==> src/rtl/alu_exec_unit.sv <==
// alu_exec_unit
// Multi-cycle ALU execution unit between decode/register-read and writeback.
// Logic and arithmetic ops finish in one cycle. Shifts move one bit per cycle
// so the datapath never needs a barrel shifter.
//
// Ports
//   clk        rising-edge clock
//   reset_n    synchronous active-low reset
//   in_valid   operation request valid
//   in_ready   unit can accept an operation (IDLE only)
//   control    4-bit ALU control code from decode
//   a, b       operands; shifts use b[SHW-1:0] as the shift amount
//   out_valid  result valid (DONE only)
//   out_ready  downstream accepts the result
//   result     registered result
//   zero       result == 0, registered with result
//   illegal    unsupported control code, result forced to 0
//
// state  | meaning
// IDLE   | waiting for a request, in_ready=1
// SHIFT  | iterative shift in progress, one bit per cycle
// DONE   | result held, out_valid=1, waiting for out_ready
module alu_exec_unit #(
   parameter int WIDTH = 32,
   parameter int SHW   = 5
) (
   input  logic             clk,
   input  logic             reset_n,
   input  logic             in_valid,
   output logic             in_ready,
   input  logic [3:0]       control,
   input  logic [WIDTH-1:0] a,
   input  logic [WIDTH-1:0] b,
   output logic             out_valid,
   input  logic             out_ready,
   output logic [WIDTH-1:0] result,
   output logic             zero,
   output logic             illegal
);

   typedef enum logic [1:0] {
      S_IDLE  = 2'd0,
      S_SHIFT = 2'd1,
      S_DONE  = 2'd2
   } state_t;

   localparam logic [3:0] OP_AND  = 4'b0000;
   localparam logic [3:0] OP_OR   = 4'b0001;
   localparam logic [3:0] OP_ADD  = 4'b0010;
   localparam logic [3:0] OP_SLL  = 4'b0011;
   localparam logic [3:0] OP_SLT  = 4'b0100;
   localparam logic [3:0] OP_SLTU = 4'b0101;
   localparam logic [3:0] OP_SUB  = 4'b0110;
   localparam logic [3:0] OP_XOR  = 4'b0111;
   localparam logic [3:0] OP_SRL  = 4'b1000;
   localparam logic [3:0] OP_SRA  = 4'b1010;

   state_t           state, state_nx;
   logic [WIDTH-1:0] work;
   logic [WIDTH-1:0] alu_res;
   logic [WIDTH-1:0] shift_nx;
   logic [SHW-1:0]   cnt;
   logic [SHW-1:0]   shamt;
   logic [3:0]       op_r;
   logic             zero_r;
   logic             illegal_r;
   logic             is_shift;
   logic             illegal_c;
   logic             start_shift;

   assign shamt       = b[SHW-1:0];
   assign start_shift = is_shift && (shamt != '0);

   // Single-cycle result. A shift by zero simply returns a; X/Z control
   // codes fall into the default branch and are reported illegal.
   always_comb begin
      alu_res   = '0;
      is_shift  = 1'b0;
      illegal_c = 1'b0;
      case (control)
         OP_AND:  alu_res = a & b;
         OP_OR:   alu_res = a | b;
         OP_ADD:  alu_res = a + b;
         OP_SUB:  alu_res = a - b;
         OP_XOR:  alu_res = a ^ b;
         OP_SLT:  alu_res = {{(WIDTH-1){1'b0}}, ($signed(a) < $signed(b))};
         OP_SLTU: alu_res = {{(WIDTH-1){1'b0}}, (a < b)};
         OP_SLL, OP_SRL, OP_SRA: begin
            is_shift = 1'b1;
            alu_res  = a;
         end
         default: begin
            illegal_c = 1'b1;
            alu_res   = '0;
         end
      endcase
   end

   always_comb begin
      case (op_r)
         OP_SLL:  shift_nx = {work[WIDTH-2:0], 1'b0};
         OP_SRA:  shift_nx = {work[WIDTH-1], work[WIDTH-1:1]};
         default: shift_nx = {1'b0, work[WIDTH-1:1]};
      endcase
   end

   always_ff @(posedge clk) begin
      if (!reset_n) state <= S_IDLE;
      else          state <= state_nx;
   end

   always_comb begin
      state_nx = state;
      case (state)
         S_IDLE: begin
            if (in_valid) state_nx = start_shift ? S_SHIFT : S_DONE;
         end
         S_SHIFT: begin
            // cnt==1 means the final bit moves on this edge
            if (cnt == SHW'(1)) state_nx = S_DONE;
         end
         S_DONE: begin
            if (out_ready) state_nx = S_IDLE;
         end
         default: state_nx = S_IDLE;
      endcase
   end

   always_ff @(posedge clk) begin
      if (!reset_n) begin
         work      <= '0;
         cnt       <= '0;
         op_r      <= '0;
         zero_r    <= 1'b0;
         illegal_r <= 1'b0;
      end else begin
         case (state)
            S_IDLE: begin
               if (in_valid) begin
                  op_r      <= control;
                  illegal_r <= illegal_c;
                  if (start_shift) begin
                     work <= a;
                     cnt  <= shamt;
                  end else begin
                     work   <= alu_res;
                     zero_r <= (alu_res == '0);
                  end
               end
            end
            S_SHIFT: begin
               work <= shift_nx;
               cnt  <= cnt - SHW'(1);
               if (cnt == SHW'(1)) zero_r <= (shift_nx == '0);
            end
            default: ;
         endcase
      end
   end

   assign in_ready  = (state == S_IDLE);
   assign out_valid = (state == S_DONE);
   assign result    = work;
   assign zero      = zero_r;
   assign illegal   = illegal_r;

endmodule

==> config.mk <==
export PLATFORM = sky130hd
export DESIGN_NAME = alu_exec_unit
export DESIGN_NICKNAME = d
export VERILOG_FILES = /design/src/rtl/alu_exec_unit.sv
export SDC_FILE = /design/constraint.sdc
export NUM_CORES = 1
export LEC_CHECK = 0
export ABC_AREA = 0
export ABC_CLOCK_PERIOD_IN_PS = 3800
export CAP_MARGIN = 20
export CORE_MARGIN = 2
export CORE_UTILIZATION = 53
export DETAILED_ROUTE_END_ITERATION = 8
export PLACE_DENSITY = 0.89
export SLEW_MARGIN = 20
export SYNTH_ARGS = -nofsm -noshare
export SYNTH_HDL_FRONTEND = slang
export SYNTH_SLANG_ARGS = --single-unit
==> constraint.sdc <==
create_clock -name clk -period 3.8 [get_ports clk]
set_input_delay 0.76 -clock clk [delete_from_list [all_inputs] [get_ports clk]]
set_output_delay 0.76 -clock clk [all_outputs]
set_load 0.05 [all_outputs]
==> results_dict.tcl, run 1 <==
set metrics [dict create \
    cts_buffer_depth 2 \
    cts_hold_buf 0 \
    synth-seq-area-share_pct 10.8 \
    hpwlAfterDp_um 27600 \
    dpl.cell_count 1764 \
    cts-root-buf "clkbuf_16" \
    worst_endpoint "zero$_SDFFE_PN0P_/D" \
    clock_sinks 45 \
    grt_usage_pct 82.0 \
    yosysMostFrequentCell "nand2_1" \
    start_util_pct 54.6 \
    synth_top_area_share_pct 16.5 \
    synthDistinctLibCells 99 \
    ys.flop_type "dfxtp_1" \
    syn-instance-count 1200 \
    die_y_um 130 \
    overflow 134 \
    gp_congestion 1.10 \
    synth-seq-cells 45 \
    ys_top_cells_by_area "ha_1 (16%), dfxtp_1 (11%), a21oi_1 (7.0%)" \
    synthArstFlopShare_pct 0 \
    port_buffers 107 \
    die-width_um 130 \
    status "stopped before the end" \
    design.portCount 108 \
    grt_max_degree 47 \
    synth_nets 1384 \
    stop_stage "5_1_grt" \
    numCtsBuffers 5 \
    error_line "[ERROR GRT-0232] Routing congestion too high. Check the congestion heatmap in the GUI." \
    synthTopCellsByCount "nand2_1 (126), a21oi_1 (117), ha_1 (110)" \
    synth_edf_count 0 \
    htreeDepth 2 \
    worst-ep-kind "sequential cell input" \
    avgSynthCellArea_um2 6.96 \
    syn_area_mm2 0.00836 \
    dp_slack_ns -1.03 \
    yosysTopAreaCell "ha_1" \
    fp-row-count 45 \
    ys_warn_count 0 \
]
## per-stage QoR
| stage | instance area, um^2 | util, % |
|---|---|---|
| global placement | 11800 | 76.8 |
| floorplan | 8360 | - |
| CTS | 12600 | 82.4 |
| detailed placement | 11800 | 76.8 |
## cells by family after synthesis
family                   Yosys count  synth area share [%]
AO/OA/AOI/OAI                    431                  35.1
XOR/XNOR                          19                  1.99
adder cells (fa/ha/maj)          112                  16.9
buffers and inverters            183                  9.45
flip-flops                        45                  10.8
multiplexers                      14                  1.69
AND/OR/NAND/NOR                  396                  24.1
## layer usage
layer / global-route usage (%) / overflow
met4: 86.0 / 62
met3: 69.8 / 3
met5: 36.2 / 1
met1: 82.1 / 2
met2: 93.7 / 66
## timing repair
item                       4_1_cts
pin swaps                       45
cloned                           0
resized for setup              151
setup buffers                   16
setup endpoints to repair       16
hold endpoints to repair         0
==> inputs of run 2 (changes only) <==
--- a/config.mk
+++ b/config.mk
@@ -6,12 +6,12 @@
 export NUM_CORES = 1
 export LEC_CHECK = 0
 export ABC_AREA = 0
-export ABC_CLOCK_PERIOD_IN_PS = 3800
+export ABC_CLOCK_PERIOD_IN_PS = 4900
 export CAP_MARGIN = 20
 export CORE_MARGIN = 2
-export CORE_UTILIZATION = 53
+export CORE_UTILIZATION = 38
 export DETAILED_ROUTE_END_ITERATION = 8
-export PLACE_DENSITY = 0.89
+export PLACE_DENSITY_LB_ADDON = 0.15
 export SLEW_MARGIN = 20
 export SYNTH_ARGS = -nofsm -noshare
 export SYNTH_HDL_FRONTEND = slang
==> constraint.sdc (replaced) <==
create_clock -name clk -period 4.9 [get_ports clk]
set_input_delay 0.98 -clock clk [delete_from_list [all_inputs] [get_ports clk]]
set_output_delay 0.98 -clock clk [all_outputs]
set_load 0.05 [all_outputs]
==> run 2 against run 1 <==
  * Area after synthesis unchanged
  * Synthesized cell count unchanged
  * The run now ends clean
==> results_dict.tcl, run 2 <==
set metrics [dict create \
    finClkSkew_ns 0.00602 \
    hpwlAfterDp_um 26000 \
    drt_iter0_markers 930 \
    port_buffers 107 \
    r2r.worst_path.cells 11 \
    yosys.area_share.xor_xnor_pct 1.99 \
    worstMarginPinSlew_ns 1.00 \
    crit_chain "clkdlybuf4s50_1, inv_1, ha_1, buf_4, nor2b_1, o21ai_0, a311oi_1, a211oi_2, o21ai_1, mux2i_1, a211oi_1, o2111ai_1, nor4_2, nand4_1, o41ai_2" \
    grt_pass1_wl_um 51600 \
    antenna_found_initial 0 \
    synth_fa_ha_area_share_pct 16.9 \
    final-hold-violation-count 0 \
    yosysMostFrequentCell "nand2_1" \
    final_cell_mix "nand2_1 (126), a21oi_1 (116), ha_1 (110)" \
    synth_compound_area_share_pct 35.1 \
    dpl.cell_count 1617 \
    hold_path.class "register to register" \
    ys_warn_count 0 \
    timing.final.ws_setup_ns 0.190 \
    leakage_nw 4.27 \
    cp-end-kind "register" \
    cts_tree "yes" \
    final_common_cell "nand2_1" \
    firstDrtPassIters 6 \
    path_delay_family "compound AO/OA/AOI/OAI gates" \
    fin_crit_sh_pct 96.1 \
    ys_top_cells_by_area "ha_1 (16%), dfxtp_1 (11%), a21oi_1 (7.0%)" \
    clkLatencyLatePin_ns 0.30 \
    drtAntennaViolNets 0 \
    core-area_mm2 0.0217 \
    stdcell_area_mm2 0.0104 \
    start_util_pct 38.5 \
    grt_max_degree 47 \
    cts_buffer_depth 2 \
    clk_pin_slew_ns 0.07 \
    synthArstFlopShare_pct 0 \
    crit_buf_inv 3 \
    fp-row-count 54 \
    synth_top_area_share_pct 16.5 \
    syn_area_mm2 0.00836 \
    grt_usage_pct 27.1 \
    cp.required_ns 5.11 \
    via_count 9848 \
    largest_reg_flops 32 \
    multi_input_area_mm2 0.00670 \
    avgRoutedWirePerCell_um 20.1 \
    synthDistinctLibCells 99 \
    fmax_mhz 212 \
    synthTopCellsByCount "nand2_1 (126), a21oi_1 (117), ha_1 (110)" \
    syn2layout_area_growth_pct 24.0 \
    utilization_pct 47.8 \
    overflow 0 \
    synth_mux_area_share_pct 1.69 \
    die_y_um 152 \
    drv_slew 0 \
    drive_above_1_share_pct 11.2 \
    critical-path-max-stage-delay_ns 0.51 \
    slew_headroom_pct 33.3 \
    post_cts_buffers 0 \
    n_fill_cell 2231 \
    htreeDepth 2 \
    drc 0 \
    power_mw 1.88 \
    finalCriticalPeriod_ns 4.71 \
    dp_slack_ns -0.179 \
    numCtsBuffers 5 \
    crit_cells 15 \
    syn-instance-count 1200 \
    gp_congestion 1.02 \
    holdPathStages 2 \
    worst_setup_path_start_kind "input port" \
    dieArea_mm2 0.0232 \
    drt_wl_total_um 32700 \
    layout.nets 1528 \
    die-width_um 152 \
    peakVddDrop_uv 181 \
    maxCapViolations 0 \
    antenna_cells 0 \
    yosys.area_share.simple_pct 24.1 \
    seq_area_um2 901 \
    viasPerCell 6.06 \
    synth_top_family_by_area "compound AO/OA/AOI/OAI gates" \
    design.portCount 108 \
    cp_slowest_cell "clkdlybuf4s50_1" \
    cts-root-buf "clkbuf_16" \
    powerDensity_mw_per_mm2 181 \
    yosysTopAreaCell "ha_1" \
    path_class "input port to register" \
    synth-seq-cells 45 \
    status "completed" \
    setup_viol_count_final 0 \
    cp_data_arrival_time_ns 4.92 \
    cp_max_fo 8 \
    synth_edf_count 0 \
    final_cells 1625 \
    ys.flop_type "dfxtp_1" \
    avgSynthCellArea_um2 6.96 \
    rsz0062_at_grt "no" \
    synth-seq-area-share_pct 10.8 \
    synth_nets 1384 \
    grt_pass1_vias 9284 \
    placed_area_mm2 0.0102 \
    clock_sinks 45 \
]
## run 2: worst reg2reg max path, cell delays in order, from the launching register on
cell and delay (ns):
dfxtp_1 0.41, nand2b_1 0.37, buf_4 0.41, nand2_1 0.11
a2111o_1 0.41, nor4_1 0.35, buf_4 0.18, and4_1 0.18
nand4_1 0.14, nor4_2 0.26, nand4_1 0.18, o41ai_2 0.29
## run 2: path summary, 6_finish.rpt
check	start	end	slack [ns]
worst max-delay path	b[9]	zero$_SDFFE_PN0P_	0.19
worst min-delay path	cnt[4]$_SDFFE_PN0P_	cnt[4]$_SDFFE_PN0P_	0.47
worst max register to register	state[1]$_SDFFE_PN0P_	zero$_SDFFE_PN0P_	1.52
worst min register to register	cnt[4]$_SDFFE_PN0P_	cnt[4]$_SDFFE_PN0P_	0.47
## run 2: metrics by stage
| stage | setup TNS [ns] | hold slack (ns) |
|---|---|---|
| 2_1_floorplan | 0 | 0.429 |
| 3_3_place_gp | -0.129 | 0.447 |
| 3_5_place_dp | -0.179 | 0.455 |
| 4_1_cts | 0 | 0.465 |
| 5_1_grt | 0 | 0.496 |
| 6_report | 0 | 0.473 |
## run 2: cell families after synthesis
| kind of cell | Yosys count |
|---|---|
| muxes | 14 |
| AOI/OAI and AO/OA | 431 |
| DFF | 45 |
| xor gates and xnor gates | 19 |
| and+or+nand+nor | 396 |
| buffers and inverters | 183 |
| adders and majority gates | 112 |
## run 2: power by group
group / internal, mW / total, mW / switching, mW
Sequential: 0.391 / 0.426 / 0.0349
Combinational: 0.438 / 1.10 / 0.661
Clock: 0.190 / 0.351 / 0.161
Total: 1.02 / 1.88 / 0.857
## run 2: what timing repair did
item	CTS	global route
resized for setup	0	2
hold buffers	0	0
endpoints found under the hold margin	0	0
endpoints found under the setup margin	0	1
## run 2: per-layer routing
metal / up-vias / track usage [%] / wire [um]
met5: - / 0 / 0
met4: 0 / 8.72 / 1020
met3: 66 / 3.67 / 2880
met2: 502 / 42.8 / 14200
met1: 4596 / 38.2 / 14600
li1: 4684 / - / -
## run 2: cell type report
cell class                      count  area share (%)
Tap cell                          280            3.38
Clock inverter                      3           0.205
Timing Repair Buffer              214            18.1
Inverter                          106            3.84
Sequential cell                    45            8.69
Clock buffer                        5            1.21
Multi-Input combinational cell    972            64.6
Power figures use the tool's default switching activity.
==> inputs of run 3 (changes only) <==
--- a/config.mk
+++ b/config.mk
@@ -6,7 +6,7 @@
 export NUM_CORES = 1
 export LEC_CHECK = 0
 export ABC_AREA = 0
-export ABC_CLOCK_PERIOD_IN_PS = 4900
+export ABC_CLOCK_PERIOD_IN_PS = 4950
 export CAP_MARGIN = 20
 export CORE_MARGIN = 2
 export CORE_UTILIZATION = 38
==> constraint.sdc (replaced) <==
create_clock -name clk -period 4.95 [get_ports clk]
set_input_delay 0.99 -clock clk [delete_from_list [all_inputs] [get_ports clk]]
set_output_delay 0.99 -clock clk [all_outputs]
set_load 0.05 [all_outputs]
==> run 3 against run 2 <==
  * Sequential power decreased by 1%
  * Worst hold slack worse by 0.0083 ns
  * Via count shrank 1.0%
  * Setup slack better by 0.14 ns
  * Critical path depth is 1 lower
  * Critical path type unchanged
  * Highest routed layer unchanged
==> results_dict.tcl, run 3 (synthesis gave the netlist of run 2 again) <==
set metrics [dict create \
    stdcell_area_mm2 0.0103 \
    avgRoutedWirePerCell_um 20.2 \
    seqPwrFrac_pct 23.0 \
    fmax_mhz 217 \
    grt_usage_pct 26.7 \
    die-width_um 152 \
    placed_area_mm2 0.0101 \
    grt_pass1_vias 8880 \
    timing.final.ws_setup_ns 0.331 \
    drc 0 \
    whs_ns 0.464 \
    swShare_pct 45.6 \
    n_fill_cell 2249 \
    dieArea_mm2 0.0232 \
    finalCriticalPeriod_ns 4.62 \
    drtAntennaViolNets 0 \
    numCtsBuffers 5 \
    dp_slack_ns -0.00253 \
    grt_pass1_wl_um 50600 \
    cp_data_arrival_time_ns 4.82 \
    hpwlAfterDp_um 25700 \
    fp-row-count 54 \
    peakVddDrop_uv 123 \
    grt_max_degree 47 \
    core-area_mm2 0.0217 \
    p_comb_share_pct 58.4 \
    clk_pin_slew_ns 0.07 \
    intPower_mw 0.997 \
    cts-root-buf "clkbuf_16" \
    dpl.cell_count 1598 \
    finClkSkew_ns 0.00897 \
    worstMarginPinSlew_ns 1.11 \
    setup_viol_count_final 0 \
    drv_slew 0 \
    cp.required_ns 5.15 \
    largest_reg_flops 32 \
    gp_congestion 0.958 \
    die_y_um 152 \
    clock_sinks 45 \
    overflow 0 \
    drive_above_1_share_pct 9.88 \
    status "completed" \
    start_util_pct 38.5 \
    htreeDepth 2 \
    powerDensity_mw_per_mm2 179 \
    antenna_found_initial 0 \
    maxCapViolations 0 \
    final_common_cell "nand2_1" \
    final_cell_mix "nand2_1 (126), a21oi_1 (116), ha_1 (110)" \
    fin_crit_sh_pct 93.3 \
    cts_buffer_depth 2 \
    slew_headroom_pct 25.5 \
    hold_path.class "register to register" \
    rsz0062_at_grt "no" \
    final_cells 1607 \
    cp_slowest_cell "clkdlybuf4s50_1" \
    port_buffers 107 \
    cp_max_fo 5 \
    final-hold-violation-count 0 \
    p_switching_mw 0.834 \
    p_clk_share_pct 18.5 \
    crit_chain "clkdlybuf4s50_1, inv_1, ha_1, o21ba_2, or4_4, a211oi_4, o31a_4, o311ai_1, a311o_1, o22ai_2, o2111ai_1, nor4_2, nand4_1, o41ai_2" \
    viasPerCell 6.07 \
    clkLatencyLatePin_ns 0.29 \
    layout.nets 1509 \
    ctsResizeCount 0 \
    worst_setup_path_start_kind "input port" \
    cts_tree "yes" \
    syn2layout_area_growth_pct 22.7 \
    design.portCount 108 \
    via_count 9747 \
    utilization_pct 47.3 \
    critical-path-max-stage-delay_ns 0.54 \
    firstDrtPassIters 5 \
    drt_wl_total_um 32500 \
    leakage_nw 4.19 \
    post_cts_buffers 0 \
    path_class "input port to register" \
    drt_iter0_markers 934 \
    cts_hold_buf 0 \
    cp-end-kind "register" \
]
[run 3: cell type report]
class                           instances  area, um^2  share of cell area, %
Antenna cell                            1        2.50                 0.0244
Clock buffer                            5         125                   1.22
Clock inverter                          3        22.5                  0.220
Inverter                              106         398                   3.88
Multi-Input combinational cell        972        6690                   65.2
Sequential cell                        45         901                   8.78
Tap cell                              280         350                   3.42
Timing Repair Buffer                  195        1770                   17.2
[run 3: path summary, 6_finish.rpt]
path | end | startpoint | depth (start not counted) | slack, ns
worst max-delay path | zero$_SDFFE_PN0P_ | a[1] | 14 | 0.33
worst min-delay path | cnt[4]$_SDFFE_PN0P_ | cnt[4]$_SDFFE_PN0P_ | 2 | 0.46
worst min register to register | cnt[4]$_SDFFE_PN0P_ | cnt[4]$_SDFFE_PN0P_ | 2 | 0.46
worst max register to register | zero$_SDFFE_PN0P_ | cnt[1]$_SDFFE_PN0P_ | 12 | 1.68
[run 3: metal layers]
layer  global-route usage (%)  vias to the layer above  routed length, um
met5                        0                        -                  0
li1                         -                     4653                  -
met4                     8.01                        0                848
met3                     2.84                       61               2520
met1                     38.5                     4580              14900
met2                     42.0                      453              14200
[run 3: power groups by stage]
stage | Clock, mW | Combinational [mW] | Sequential, mW
3_5_place_dp | 0 | 1.05 | 0.429
6_report | 0.339 | 1.07 | 0.421
2_1_floorplan | 0 | 0.594 | 0.485
4_1_cts | 0.346 | 1.05 | 0.421
3_3_place_gp | 0 | 1.05 | 0.429
5_1_grt | 0.360 | 1.15 | 0.425
[run 3: per-stage QoR]
step | TNS (ns) | total power [mW]
floorplan | 0 | 1.08
detailed placement | -0.00253 | 1.48
global route | 0 | 1.94
global placement | 0 | 1.48
finish | 0 | 1.83
CTS | 0 | 1.82
[run 3: worst max-delay path, delay by kind of cell]
family / cells / cell delay, ns
adder cells (fa/ha/maj): 1 / 0.34
AO/OA/AOI/OAI: 8 / 2.02
AND/OR/NAND/NOR: 3 / 0.78
buffers and inverters: 2 / 0.67
